$ cat src/rtl/apb_pkg.sv
// Shared state encoding, requester count and defaults for the APB request arbiter.
package apb_pkg;

  localparam int NUM_REQ         = 2;
  localparam int DEFAULT_TIMEOUT = 16;

  typedef enum logic [1:0] {
    ST_IDLE   = 2'd0,
    ST_SETUP  = 2'd1,
    ST_ACCESS = 2'd2
  } apb_state_e;

  function automatic logic [NUM_REQ-1:0] idx_to_onehot(input logic idx);
    logic [NUM_REQ-1:0] oh;
    oh      = '0;
    oh[idx] = 1'b1;
    return oh;
  endfunction

endpackage

$ cat src/rtl/apb_rr_arbiter.sv
// Two-way round-robin picker: a tie goes to the requester not granted last.
module apb_rr_arbiter
  import apb_pkg::*;
(
  input  logic [NUM_REQ-1:0] eligible,
  input  logic               last_grant,
  output logic [NUM_REQ-1:0] grant
);

  always_comb begin
    grant = eligible;
    if (eligible == 2'b11) begin
      grant = last_grant ? 2'b01 : 2'b10;
    end
  end

endmodule

$ cat src/rtl/apb_req_arbiter.sv
// Arbitrates two simple requesters onto one APB master port, with a wait-state
// watchdog that terminates stalled transfers with an error response.
module apb_req_arbiter
  import apb_pkg::*;
#(
  parameter int DWIDTH  = 32,
  parameter int AWIDTH  = 32,
  parameter int TIMEOUT = DEFAULT_TIMEOUT
) (
  input  logic                PCLK,
  input  logic                PRESETn,
  input  logic [1:0]          req,
  input  logic [1:0]          req_write,
  input  logic [2*AWIDTH-1:0] req_addr,
  input  logic [2*DWIDTH-1:0] req_wdata,
  output logic [1:0]          done,
  output logic [DWIDTH-1:0]   rsp_rdata,
  output logic                rsp_err,
  output logic                PSEL,
  output logic                PENABLE,
  output logic                PWRITE,
  output logic [AWIDTH-1:0]   PADDR,
  output logic [DWIDTH-1:0]   PWDATA,
  input  logic [DWIDTH-1:0]   PRDATA,
  input  logic                PREADY,
  input  logic                PSLVERR,
  output logic [1:0]          dbg_state
);

  // Handshake: req[i] acts as valid and stays high until done[i] pulses for one
  // cycle; done[i] is the completion, with rsp_* valid only in that cycle. The
  // APB side is the usual SETUP/ACCESS sequence, ACCESS ending on PREADY=1.

  localparam logic [7:0] WAIT_LAST = (TIMEOUT > 0) ? 8'(TIMEOUT - 1) : 8'd0;

  apb_state_e          state, state_next;
  logic [1:0]          eligible, grant;
  logic                last_grant, winner;
  logic [7:0]          wait_cnt;
  logic                start, finish_ok, finish_to;
  logic                sel_write;
  logic [AWIDTH-1:0]   sel_addr;
  logic [DWIDTH-1:0]   sel_wdata;

  // A requester is ignored during its own done cycle so it can drop req.
  assign eligible = req & ~done;

  apb_rr_arbiter u_rr (
    .eligible   (eligible),
    .last_grant (last_grant),
    .grant      (grant)
  );

  assign sel_write = grant[1] ? req_write[1] : req_write[0];
  assign sel_addr  = grant[1] ? req_addr[2*AWIDTH-1:AWIDTH]  : req_addr[AWIDTH-1:0];
  assign sel_wdata = grant[1] ? req_wdata[2*DWIDTH-1:DWIDTH] : req_wdata[DWIDTH-1:0];

  always_comb begin
    state_next = state;
    start      = 1'b0;
    finish_ok  = 1'b0;
    finish_to  = 1'b0;
    case (state)
      ST_IDLE: begin
        if (grant != 2'b00) begin
          start      = 1'b1;
          state_next = ST_SETUP;
        end
      end
      ST_SETUP: state_next = ST_ACCESS;
      ST_ACCESS: begin
        if (PREADY) begin
          finish_ok  = 1'b1;
          state_next = ST_IDLE;
        end else if ((TIMEOUT != 0) && (wait_cnt == WAIT_LAST)) begin
          finish_to  = 1'b1;
          state_next = ST_IDLE;
        end
      end
      default: state_next = ST_IDLE;
    endcase
  end

  always_ff @(posedge PCLK or negedge PRESETn) begin
    if (!PRESETn) begin
      state <= ST_IDLE;
    end else begin
      state <= state_next;
    end
  end

  // Request fields are captured once at grant, so requester activity during
  // SETUP/ACCESS cannot disturb the transfer in flight.
  always_ff @(posedge PCLK or negedge PRESETn) begin
    if (!PRESETn) begin
      PADDR      <= '0;
      PWRITE     <= 1'b0;
      PWDATA     <= '0;
      winner     <= 1'b0;
      last_grant <= 1'b1;
      wait_cnt   <= '0;
    end else begin
      if (start) begin
        winner     <= grant[1];
        last_grant <= grant[1];
        PWRITE     <= sel_write;
        PADDR      <= sel_addr;
        PWDATA     <= sel_write ? sel_wdata : '0;
        wait_cnt   <= '0;
      end else if ((state == ST_ACCESS) && !PREADY && (wait_cnt != 8'hFF)) begin
        wait_cnt <= wait_cnt + 8'd1;
      end
    end
  end

  always_ff @(posedge PCLK or negedge PRESETn) begin
    if (!PRESETn) begin
      done      <= '0;
      rsp_rdata <= '0;
      rsp_err   <= 1'b0;
    end else begin
      done      <= '0;
      rsp_rdata <= '0;
      rsp_err   <= 1'b0;
      if (finish_ok) begin
        done      <= idx_to_onehot(winner);
        rsp_rdata <= PWRITE ? '0 : PRDATA;
        rsp_err   <= PSLVERR;
      end else if (finish_to) begin
        done    <= idx_to_onehot(winner);
        rsp_err <= 1'b1;
      end
    end
  end

  assign PSEL      = (state != ST_IDLE);
  assign PENABLE   = (state == ST_ACCESS);
  assign dbg_state = state;

endmodule

$ cat config.mk
export PLATFORM = sky130hd
export DESIGN_NAME = apb_req_arbiter
export DESIGN_NICKNAME = d
export VERILOG_FILES = /design/src/rtl/apb_pkg.sv /design/src/rtl/apb_rr_arbiter.sv /design/src/rtl/apb_req_arbiter.sv
export SDC_FILE = /design/constraint.sdc
export NUM_CORES = 1
export LEC_CHECK = 0
export ABC_AREA = 1
export BUFFER_PORTS_ARGS = -buffer_cell sky130_fd_sc_hd__buf_2
export CAP_MARGIN = 0
export CORE_MARGIN = 4
export CORE_UTILIZATION = 30
export DETAILED_ROUTE_END_ITERATION = 7
export HOLD_SLACK_MARGIN = 0.02
export PLACE_DENSITY_LB_ADDON = 0.05
export SLEW_MARGIN = 10
export SYNTH_ARGS = -nofsm -noshare
export SYNTH_HDL_FRONTEND = slang
export SYNTH_SLANG_ARGS = --single-unit
$ cat constraint.sdc
create_clock -name PCLK -period 1.4 [get_ports PCLK]
set_input_delay 0.28 -clock PCLK [delete_from_list [all_inputs] [get_ports PCLK]]
set_output_delay 0.28 -clock PCLK [all_outputs]
set_load 0.03 [all_outputs]
# After elaboration in Yosys (flattened, before gate mapping)
# Index checks and enable logic that the tools add are counted.
# word_totals
inputBits,168
out_inout_bits,104
reg_bits,112
wordCells,58
# op_classes
reduce_logical,9
eq_ne,7
muxes,27
n_lt_le_gt_ge,2
n_addsub,1
bitwise_logic,2
# op_table
operator,n
32-bit two-way mux,5
8-bit two-way mux,2
2-bit two-way mux,7
1-bit two-way mux,11
"8-bit by 1-bit adder with 8-bit output, second input constant",1
"8-bit by 4-bit == test with 1-bit output, second input constant",1
"8-bit != test, second input constant",1
2-bit case mux with 3 select lines,1
2-bit nonzero test,3
"2-bit == test, second input constant",2
1-bit logical AND,3
"3-bit by 1-bit != test with 1-bit output, second input constant",1
2-bit bitwise AND,1
"2-bit by 1-bit == test with 1-bit output, second input constant",1
2-bit logical NOT,1
"1-bit by 2-bit < comparator with 1-bit output, second input constant",1
"2-bit != test, second input constant",1
2-bit inverter,1
2-bit AND reduction,1
1-bit demux with 1-bit select,1
"1-bit >= comparator, second input constant",1
1-bit logical NOT,1

# Depth between registers and ports, before layout
# Gate-level depths: netlist of run 1.
# logic_depth
word_depth,8
mapped_depth,8
ltp_nobuf,8

# Modules after synthesis
# Synthesis of run 1 repeated with hierarchy kept, for this count alone.
# unflattened
cells_unflattened,535
area_unflattened_um2,4928.5
# by_module_without_submodules
module,area_each_um2,cells_each,seq_area_each_um2,instances
apb_req_arbiter,4907.2,530,2803.9,1
apb_rr_arbiter,21.3,5,0.0,1

# Worst setup path before layout of run 1
# Ideal clock, no wire load.
# synth_timing
path_type,reg-to-reg
from,register state[1] (netlist: dbg_state[1])
to,register PWDATA[12]
path_stages_with_launch,8
path_slack_ns,-0.211
arrival_ns,1.545
setup_ns,0.066
required_ns,1.334
n_path_buf,2
period_less_slack_ns,1.611
path_cell_list,dfrtp_1 > inv_1 > nand2_1 > a21oi_2 > buf_4 > buf_4 > nand3_1 > nand2_1
# synth_via
elab_chain_len,2
# synth_rtl
item,line,text
"start, declared",apb_req_arbiter.sv:36,"apb_state_e state, state_next;"
"start signal, assigned",apb_req_arbiter.sv:88,state <= state_next;
2-bit logical NOT,apb_req_arbiter.sv:63,case (state)
1-bit two-way mux,apb_req_arbiter.sv:63,
"end signal, assigned",apb_req_arbiter.sv:108,PWDATA <= sel_write ? sel_wdata : '0;
"end, declared",apb_req_arbiter.sv:23,"output logic [DWIDTH-1:0] PWDATA,"
# No other way between the ends.
# A chain may end at the register's enable or synchronous reset.

# Final worst setup path of run 1
# layout_timing
from,register done[1]
to,register PWRITE
# layout_via
elab_chain_len,7
elab_cells_between_ends,8
cone_classes,eq/ne (1); mux (4); bitwise (2); reduce/logical (1)
# layout_rtl
item,line,text
"start, declared",apb_req_arbiter.sv:16,"output logic [1:0] done,"
"start signal, assigned",apb_req_arbiter.sv:126,done <= idx_to_onehot(winner);
"start signal, assigned",apb_req_arbiter.sv:130,done <= idx_to_onehot(winner);
2-bit inverter *,apb_req_arbiter.sv:46,assign eligible = req & ~done;
2-bit bitwise AND *,apb_req_arbiter.sv:46,
2-bit == test,apb_rr_arbiter.sv:12,if (eligible == 2'b11) begin
2-bit two-way mux *,apb_rr_arbiter.sv:12,
2-bit nonzero test,apb_req_arbiter.sv:65,if (grant != 2'b00) begin
1-bit two-way mux,apb_req_arbiter.sv:65,
1-bit two-way mux,apb_req_arbiter.sv:63,
"end signal, assigned",apb_req_arbiter.sv:106,PWRITE <= sel_write;
"end, declared",apb_req_arbiter.sv:21,"output logic PWRITE,"
# Mark *: on every way between the ends. The rest lies on a longest branch, timed or not.

==> out/results.tsv, run 1 <==
metric	value	unit
die_h	140	µm
ant_nets	0	
avgViaCountPerCell	4.58	
hold_viol	0	
num_vias	5362	
synthesis.instances	662	
max_freq	709	MHz
numPortBuffers	271	
synth-compound-area-share	0.0570	
intPower	8330	µW
irDropWorstVdd	1.01	mV
synth_top_family_by_area	simple AND/OR/NAND/NOR gates	
violations	negative setup slack	
grt-ovfl-total	0	
cp.required	1.67	ns
crit_type	register to register	
holdPathEnd	rsp_rdata[20]	
initial_core_util	0.309	
rsz0062_at_grt	yes	
nets	1116	
grt_max_degree	45	
first_pass_iters	4	
grt_pass1_vias	5676	
worstPathArrival	1.68	ns
ff2ff_setup_slack	-0.01	ns
synth_mux_area_frac	0	
reg2reg_to	PWRITE	
synthAdderAreaFrac	0.00240	
hpwl	12900	µm
clockBufferDepth	2	
gp_congestion	0.780	
synth_warnings	0	
grt_pass1_wl	28000	µm
synthSimpleGateAreaFrac	0.326	
fin_crit_sh	1.01	
synth_area_leaders	dfrtp_1 (53%), nand2_1 (21%), nand3_1 (7.7%)	
syn_to_final_growth	46.2	%
combPwrFrac	0.522	
power_switching_share	0.462	
start_kind	register	
p_per_area	2040	mW/mm²
clk_pin_slew_worst_paths	0.07	ns
setup_viol	4	
synth_nets	831	
cp_max_fo	12	
end_kind	register	
hold_start	PRDATA[20]	
slew_viol_final	0	
max-cap-violations	0	
leakagePower	0.00447	µW
nFillCells	1749	
numCtsBuffers	9	
drt_iter0_drc	225	
p_sw	7160	µW
power_frac_seq	0.315	
drive_above_1_share	0.376	
die_x	140	µm
synth-xor-area-share	0.00337	
fin_ws	-0.0100	ns
cts_tree	done	
synth_area_per_cell	7.86	µm²
antenna_found_initial	0	
status	finished with violations	
rows	47	
hold_path.class	input pin to register	
slew-limit-headroom	0.780	
clk_latency	0.35	ns
finalClockSkew	0.00566	ns
grt_util_all_layers	0.176	
wire_per_inst	15.1	µm
cts_sinks	112	
htreeDepth	3	
syn_area	0.00520	mm²
synth_top_area_frac	0.534	
fin_hold_ws	0.140	ns
layout_min_cycle_time	1.41	ns
ioPinCount	272	
die_area	0.0195	mm²
synth_cell_types	26	
clkPwrFrac	0.163	
n_antenna_cell	0	
r2r_cells	7	
drt_wl_total	17700	µm
seq_area_frac_synth	0.539	
core	0.0168	mm²
hold_depth	3	
yosys.area.top_type	dfrtp_1	
ys_seq_elements	112	
pre_cts_slack	-0.00546	ns
worst_pin_slew	0.330	ns
root_buffer	clkbuf_16	
r2r-start	done[1]	
drc	0	
==> registers in the layout, indices dropped and copies added (netlist names) <==
register,cells
last_grant,1
dbg_state,2
PWDATA,32
PWRITE,1
wait_cnt,8
rsp_rdata,32
done,2
rsp_err,1
winner,1
PADDR,32
==> synthesized netlist by cell type <==
cell / count
a21oi_2: 1
ha_1: 1
buf_4: 3
xor2_1: 1
dfrtp_1: 111
inv_2: 2
o21ai_0: 6
nand3_2: 2
inv_1: 45
nor2_4: 1
buf_2: 21
dfstp_2: 1
nand2_1: 288
buf_6: 1
nand3_1: 80
o211ai_1: 32
o21bai_1: 1
buf_1: 2
a21oi_1: 2
clkbuf_1: 13
xnor2_1: 1
clkinv_1: 1
nand2_4: 1
or2_2: 1
nor2_1: 43
nand4_1: 1
==> stage by stage <==
step	area, µm²	util	power (µW)	setup TNS [ns]	std cells
global route	7610	0.452	16600	-3.77	1172
finish	7610	0.452	15500	-0.0161	1172
floorplan	5230	-	9620	0	662
global placement	7020	0.417	12200	0	1143
detailed placement	7020	0.417	12300	-0.0119	1143
CTS	7370	0.438	15000	-0.00305	1164
==> power by group through the flow <==
stage	combinational (µW)	sequential, µW	clock (µW)
finish	8080	4880	2530
global route	8820	5010	2790
CTS	7510	4870	2660
detailed placement	7350	4910	0
global placement	7280	4890	0
floorplan	2770	6850	0
==> layout by cell type, fill, tap and decap left out, drive strengths merged <==
cell and count:
a21oi 3, dfrtp 111, inv 50, o21ai 6, dlygate4sd3 1, or2 1, clkinvlp 2, clkinv 2
o211ai 32, clkbuf 14, dfstp 1, nand2 289, o21bai 1, nand3 82, buf 309, xor2 1
nand4 1, nor2 44, xnor2 1, ha 1
==> cell families after synthesis <==
family / after synthesis
flip-flops: 112
adder cells (fa/ha/maj): 1
XOR/XNOR: 2
AND/OR/NAND/NOR: 417
buffers and inverters: 88
AO/OA/AOI/OAI: 42
==> how the worst max path moves through the flow <==
stage	startpoint	to	slack (ns)
after floorplan	dbg_state[1]	PWDATA[15]	0.002
after global placement	dbg_state[0]	done[0]	0.02
after detailed placement	req[1]	PADDR[12]	-0.005
after CTS	dbg_state[0]	PENABLE	-0.003
after global routing	done[1]	PADDR[12]	-0.1
final	done[1]	PWRITE	-0.01
==> final cells by class <==
class / instances / area (µm²) / share of cell area
tap: 220 / 275 / 0.0362
timing repair buffer: 314 / 1940 / 0.255
sequential: 112 / 2810 / 0.369
inverter: 48 / 183 / 0.0240
clock inverter: 6 / 52.6 / 0.00691
clock buffer: 10 / 239 / 0.0314
multi-input combinational: 462 / 2110 / 0.277
==> worst max-delay path, stage by stage, from the launching register on <==
cell	delay, ns
dfrtp_2	0.44
nor2_4	0.16
buf_4	0.16
nand3_1	0.13
nand2_4	0.15
clkbuf_16	0.17
nand2_1	0.04
o21ai_0	0.07
==> per-layer routing <==
metal | GRT usage | routed length [µm] | up-vias
met1 | 0.200 | 7140 | 2511
li1 | - | - | 2650
met4 | 0.0505 | 260 | 0
met2 | 0.305 | 8680 | 183
met3 | 0.0707 | 1640 | 18
met5 | 0 | 0 | -
==> repair_timing <==
item / CTS / global route
pin swaps: 0 / 5
hold endpoints to repair: 111 / 0
gates cloned: 0 / 6
gates resized for setup: 7 / 30
setup endpoints to repair: 20 / 81
hold buffers: 1 / 0
setup buffers: 4 / 2
No activity file was read; power rests on OpenSTA's default activity.
==> run 2, diff against run 1 <==
--- a/config.mk
+++ b/config.mk
@@ -9,7 +9,7 @@
 export BUFFER_PORTS_ARGS = -buffer_cell sky130_fd_sc_hd__buf_2
 export CAP_MARGIN = 0
 export CORE_MARGIN = 4
-export CORE_UTILIZATION = 30
+export CORE_UTILIZATION = 40
 export DETAILED_ROUTE_END_ITERATION = 7
 export HOLD_SLACK_MARGIN = 0.02
 export PLACE_DENSITY_LB_ADDON = 0.05
==> constraint.sdc (replaced) <==
create_clock -name PCLK -period 1.7 [get_ports PCLK]
set_input_delay 0.34 -clock PCLK [delete_from_list [all_inputs] [get_ports PCLK]]
set_output_delay 0.34 -clock PCLK [all_outputs]
set_load 0.03 [all_outputs]
==> run 2 against run 1 <==
Against the previous run:
- critical endpoint is now PSEL
- total power fell by 22%
- critical path depth fell by 4
- register-to-register slack improved by 0.21 ns
- sequential cell count did not move
- the flow now finishes without violations
- count of clock-buffer cells in the layout fell by 1
- core utilization rose by 11 points
- clock power fell by 12%
- largest power group unchanged
- via count fell by 1.7%
- largest cell class unchanged
- sequential share of layout area rose by 2.1 points
- combinational power fell by 28%
==> out/results.tsv, run 2 (synthesis results as in run 1) <==
metric	value	unit
status	finished, final reports clean	
core	0.0127	mm²
clk_pin_slew_worst_paths	0.08	ns
num_vias	5272	
avgViaCountPerCell	4.77	
fin_hold_ws	0.197	ns
dp_cells	1088	
cts_tree	done	
final_common_cell	nand2_1	
p_sw	5590	µW
clkPwrFrac	0.184	
numCtsBuffers	9	
cp.required	1.36	ns
drt_iter0_drc	295	
grt_pass1_wl	25600	µm
root_buffer	clkbuf_16	
syn_to_final_growth	38.1	%
tns	0	ns
layout_common_cells	nand2_1 (287), buf_2 (270), dfrtp_1 (111)	
grt_max_degree	42	
antenna_found_initial	1	
start_kind	register	
ant_nets	0	
max_freq	659	MHz
hpwl	12400	µm
die_area	0.0149	mm²
hold_path.class	input pin to register	
r2r_cells	7	
hold_depth	3	
cts_sinks	112	
finalClockSkew	0.00717	ns
final_util	0.567	
worst_pin_slew	0.366	ns
critPathSlowestCell	dfrtp_1	
drc	0	
grt_util_all_layers	0.218	
setup_viol	0	
n_antenna_cell	0	
rsz0062_at_grt	no	
drt_wl_total	16100	µm
drive_above_1_share	0.343	
crit_type	register to output port	
wire_per_inst	14.6	µm
p_per_area	1670	mW/mm²
crit_path_cell_trace	inv_1, nand2_1, buf_2	
initial_core_util	0.411	
power_switching_share	0.464	
power_frac_seq	0.331	
layout_min_cycle_time	1.52	ns
end_kind	output port	
first_pass_iters	4	
grt_pass1_vias	5205	
cp_max_fo	3	
nFillCells	1246	
worstPathArrival	1.18	ns
rows	41	
power	12000	µW
reg.largest.list	PADDR x32, PWDATA x32, rsp_rdata x32	
nets	1097	
hold_viol	0	
grt-ovfl-total	0	
slew-limit-headroom	0.756	
leakagePower	0.00434	µW
gp_congestion	0.844	
fin_cells	1105	
die_h	122	µm
max-cap-violations	0	
slew_viol_final	0	
clk_latency	0.35	ns
numPortBuffers	271	
intPower	6450	µW
fin_crit_sh	0.893	
die_x	122	µm
clockBufferDepth	2	
post-cts-setup-buffers	0	
irDropWorstVdd	0.888	mV
htreeDepth	3	
combPwrFrac	0.485	
ioPinCount	272	
max_stage_delay	0.39	ns
run 2: cell count changes in the layout (fill, tap and decap cells not counted), sizes merged:
cell and change:
buf -15, clkbuf -5, inv +2, bufinv +1, clkinv -1, clkinvlp -1
run 2: routing by layer:
metal / track usage / vias to the layer above / share of wire
met5: 0 / - / 0.00074
met4: 0.0567 / 2 / 0.017
met3: 0.0970 / 22 / 0.096
met2: 0.368 / 187 / 0.49
met1: 0.253 / 2451 / 0.39
li1: - / 2610 / -
run 2: layout make-up:
type | count | area, µm² | share of cell area
multi-input combinational | 462 | 2030 | 0.283
timing repair buffer | 295 | 1640 | 0.228
clock buffer | 9 | 225 | 0.0313
sequential | 112 | 2800 | 0.390
inverter | 48 | 180 | 0.0251
tap | 172 | 215 | 0.0300
clock inverter | 7 | 83.8 | 0.0117
run 2: timing repair:
action | 4_1_cts | 5_1_grt
endpoints found under the setup margin | 0 | 4
endpoints found under the hold margin | 17 | 0
hold buffers | 1 | 0
gates resized for setup | 0 | 1
run 2: power groups by stage:
stage	clock network (µW)	registers (µW)	logic [µW]
after floorplan	0	5630	2240
after global placement	0	3990	5810
after detailed placement	0	4010	5900
after CTS	2290	3990	5910
after global routing	2420	4090	6400
final	2220	3980	5830
run 2: per-stage QoR:
step / area, µm² / setup WS (ns)
after global placement: 6860 / 0.254
after CTS: 7180 / 0.158
final: 7180 / 0.182
after detailed placement: 6860 / 0.179
after floorplan: 5200 / 0.0892
after global routing: 7180 / 0.0453
run 2: worst max-delay path: cells and delay by family (launching register included):
kind          cells  cell delay [ns]
flops             1             0.39
simple gates      1             0.12
buf+inv           2             0.30
run 2: path summary, 6_finish.rpt:
kind,from,end,slack [ns]
worst min register to register,winner,done[0],0.42
worst max register to register,last_grant,PWDATA[30],0.20
min in group asynchronous,PRESETn,PADDR[21],0.41
worst max-delay path,dbg_state[1],PSEL,0.18
worst min-delay path,PRDATA[7],rsp_rdata[7],0.20
max in group asynchronous,PRESETn,rsp_rdata[4],0.71
==> run 3, diff against run 2 <==
--- a/config.mk
+++ b/config.mk
@@ -6,11 +6,14 @@
 export NUM_CORES = 1
 export LEC_CHECK = 0
 export ABC_AREA = 1
-export BUFFER_PORTS_ARGS = -buffer_cell sky130_fd_sc_hd__buf_2
+export ABC_CLOCK_PERIOD_IN_PS = 1700
 export CAP_MARGIN = 0
+export CELL_PAD_IN_SITES_DETAIL_PLACEMENT = 1
+export CELL_PAD_IN_SITES_GLOBAL_PLACEMENT = 1
 export CORE_MARGIN = 4
 export CORE_UTILIZATION = 40
 export DETAILED_ROUTE_END_ITERATION = 7
+export DONT_BUFFER_PORTS = 1
 export HOLD_SLACK_MARGIN = 0.02
 export PLACE_DENSITY_LB_ADDON = 0.05
 export SLEW_MARGIN = 10
==> run 3 against run 2 <==
Against the previous run:
- the flow now finishes with violations (negative hold slack)
- critical path depth is the same
- worst hold slack worse by 0.53 ns
- highest routed layer is now met4
- count of clock-buffer cells in the layout is the same
- register-to-register slack barely moved
- clock skew rose by 0.0040 ns
- non-clock buffer count decreased by 269
- global-route usage fell by 0.44 points
- cell count decreased by 24%
==> out/results.tsv, run 3 (synthesis results as in run 1) <==
metric	value	unit
status	finished with violations	
violations	negative hold slack	
wire_per_inst	18.7	µm
layout_common_cells	nand2_1 (288), dfrtp_1 (111), nand3_1 (80)	
die_area	0.0149	mm²
fin_crit_sh	0.893	
core	0.0127	mm²
grt_pass1_vias	4717	
multiInputGateArea	0.00203	mm²
initial_core_util	0.411	
reg.largest.list	PADDR x32, PWDATA x32, rsp_rdata x32	
cts_sinks	112	
p_sw	5430	µW
cp.required	1.36	ns
drive_above_1_share	0.0768	
setup_viol	0	
hpwl	11700	µm
drt_iter0_drc	194	
cts_tree	done	
start_kind	register	
worstPathArrival	1.18	ns
worst_pin_slew	0.377	ns
hold_viol	112	
syn_to_final_growth	10.7	%
avgViaCountPerCell	5.18	
first_pass_iters	4	
max-cap-violations	0	
ioPinCount	272	
rsz0062_at_grt	no	
nFillCells	1553	
finalClockSkew	0.0111	ns
clk_latency	0.36	ns
root_buffer	clkbuf_16	
end_kind	output port	
grt-ovfl-total	0	
drc	0	
slew-limit-headroom	0.749	
n_antenna_cell	0	
final_common_cell	nand2_1	
power_frac_seq	0.524	
gp_congestion	0.803	
cts_resized	0	
tns	0	ns
cp_max_fo	3	
rows	41	
nets	828	
max_freq	659	MHz
power_switching_share	0.492	
num_vias	4333	
intPower	5610	µW
layout_min_cycle_time	1.52	ns
slew_viol_final	0	
antenna_found_initial	0	
numCtsBuffers	9	
hold_path.class	input pin to async pin	
fin_hold_ws	-0.328	ns
grt_util_all_layers	0.214	
ant_nets	0	
drt_wl_total	15700	µm
grt_max_degree	113	
irDropWorstVdd	0.649	mV
fin_ws	0.182	ns
clkPwrFrac	0.192	
die_h	122	µm
p_per_area	1920	mW/mm²
pre_cts_slack	0.210	ns
post-cts-setup-buffers	0	
combPwrFrac	0.284	
clockBufferDepth	2	
leakagePower	0.00315	µW
numPortBuffers	0	
clk_pin_slew_worst_paths	0.08	ns
die_x	122	µm
crit_type	register to output port	
htreeDepth	3	
grt_pass1_wl	24700	µm
seq_area	0.00280	mm²
-- run 3: cell types whose count changed in the layout (fill, tap and decap cells not counted), moves of 2 or more --
cell | before | now
buf_4 | 16 | 23
clkinv_4 | 0 | 2
inv_6 | 4 | 1
buf_2 | 270 | 0
buf_12 | 8 | 3
-- run 3: per-layer routing --
metal  vias up  routed length (µm)  global-route usage
li1       2072                   -                   -
met1      2076                5930               0.248
met2       163                7840               0.360
met3        22                1530              0.0817
met4         0                 348              0.0784
met5         -                   0                   0
-- run 3: critical path: stages, from the launching register on --
cell	delay, ns
dfrtp_1	0.40
inv_1	0.11
nand2_1	0.12
buf_4	0.19
-- run 3: cell type report --
| type | count | share of cell area |
|---|---|---|
| Multi-Input combinational cell | 462 | 0.353 |
| Tap cell | 172 | 0.0374 |
| Inverter | 48 | 0.0313 |
| Clock inverter | 7 | 0.0126 |
| Timing Repair Buffer | 26 | 0.0404 |
| Clock buffer | 9 | 0.0391 |
| Sequential cell | 112 | 0.487 |
-- run 3: power by group through the flow --
| stage | sequential, µW | combinational (µW) | clock (µW) |
|---|---|---|---|
| floorplan | 5630 | 2240 | 0 |
| global route | 5910 | 3630 | 2320 |
| CTS | 5840 | 3190 | 2180 |
| global placement | 5870 | 3040 | 0 |
| finish | 5790 | 3140 | 2120 |
| detailed placement | 5870 | 3190 | 0 |
-- run 3: path summary, 6_finish.rpt --
| check | from | to | slack (ns) | cells after the start |
|---|---|---|---|---|
| max in group asynchronous | PRESETn | last_grant | 1.82 | 0 |
| setup / recovery | dbg_state[1] | PSEL | 0.18 | 3 |
| min in group PCLK | PRDATA[12] | rsp_rdata[12] | 0.09 | 2 |
| hold reg to reg | winner | done[0] | 0.43 | 1 |
| hold / removal | PRESETn | PADDR[15] | -0.33 | 0 |
| setup reg to reg | last_grant | PADDR[15] | 0.20 | 6 |
-- run 3: per-stage QoR --
stage / utilization / total power (µW) / instances / area [µm²]
after floorplan: - / 7870 / 662 / 5200
after global placement: 0.431 / 8910 / 820 / 5460
after detailed placement: 0.431 / 9060 / 820 / 5460
after CTS: 0.455 / 11200 / 836 / 5760
after global routing: 0.455 / 11900 / 836 / 5760
final: 0.455 / 11000 / 836 / 5760
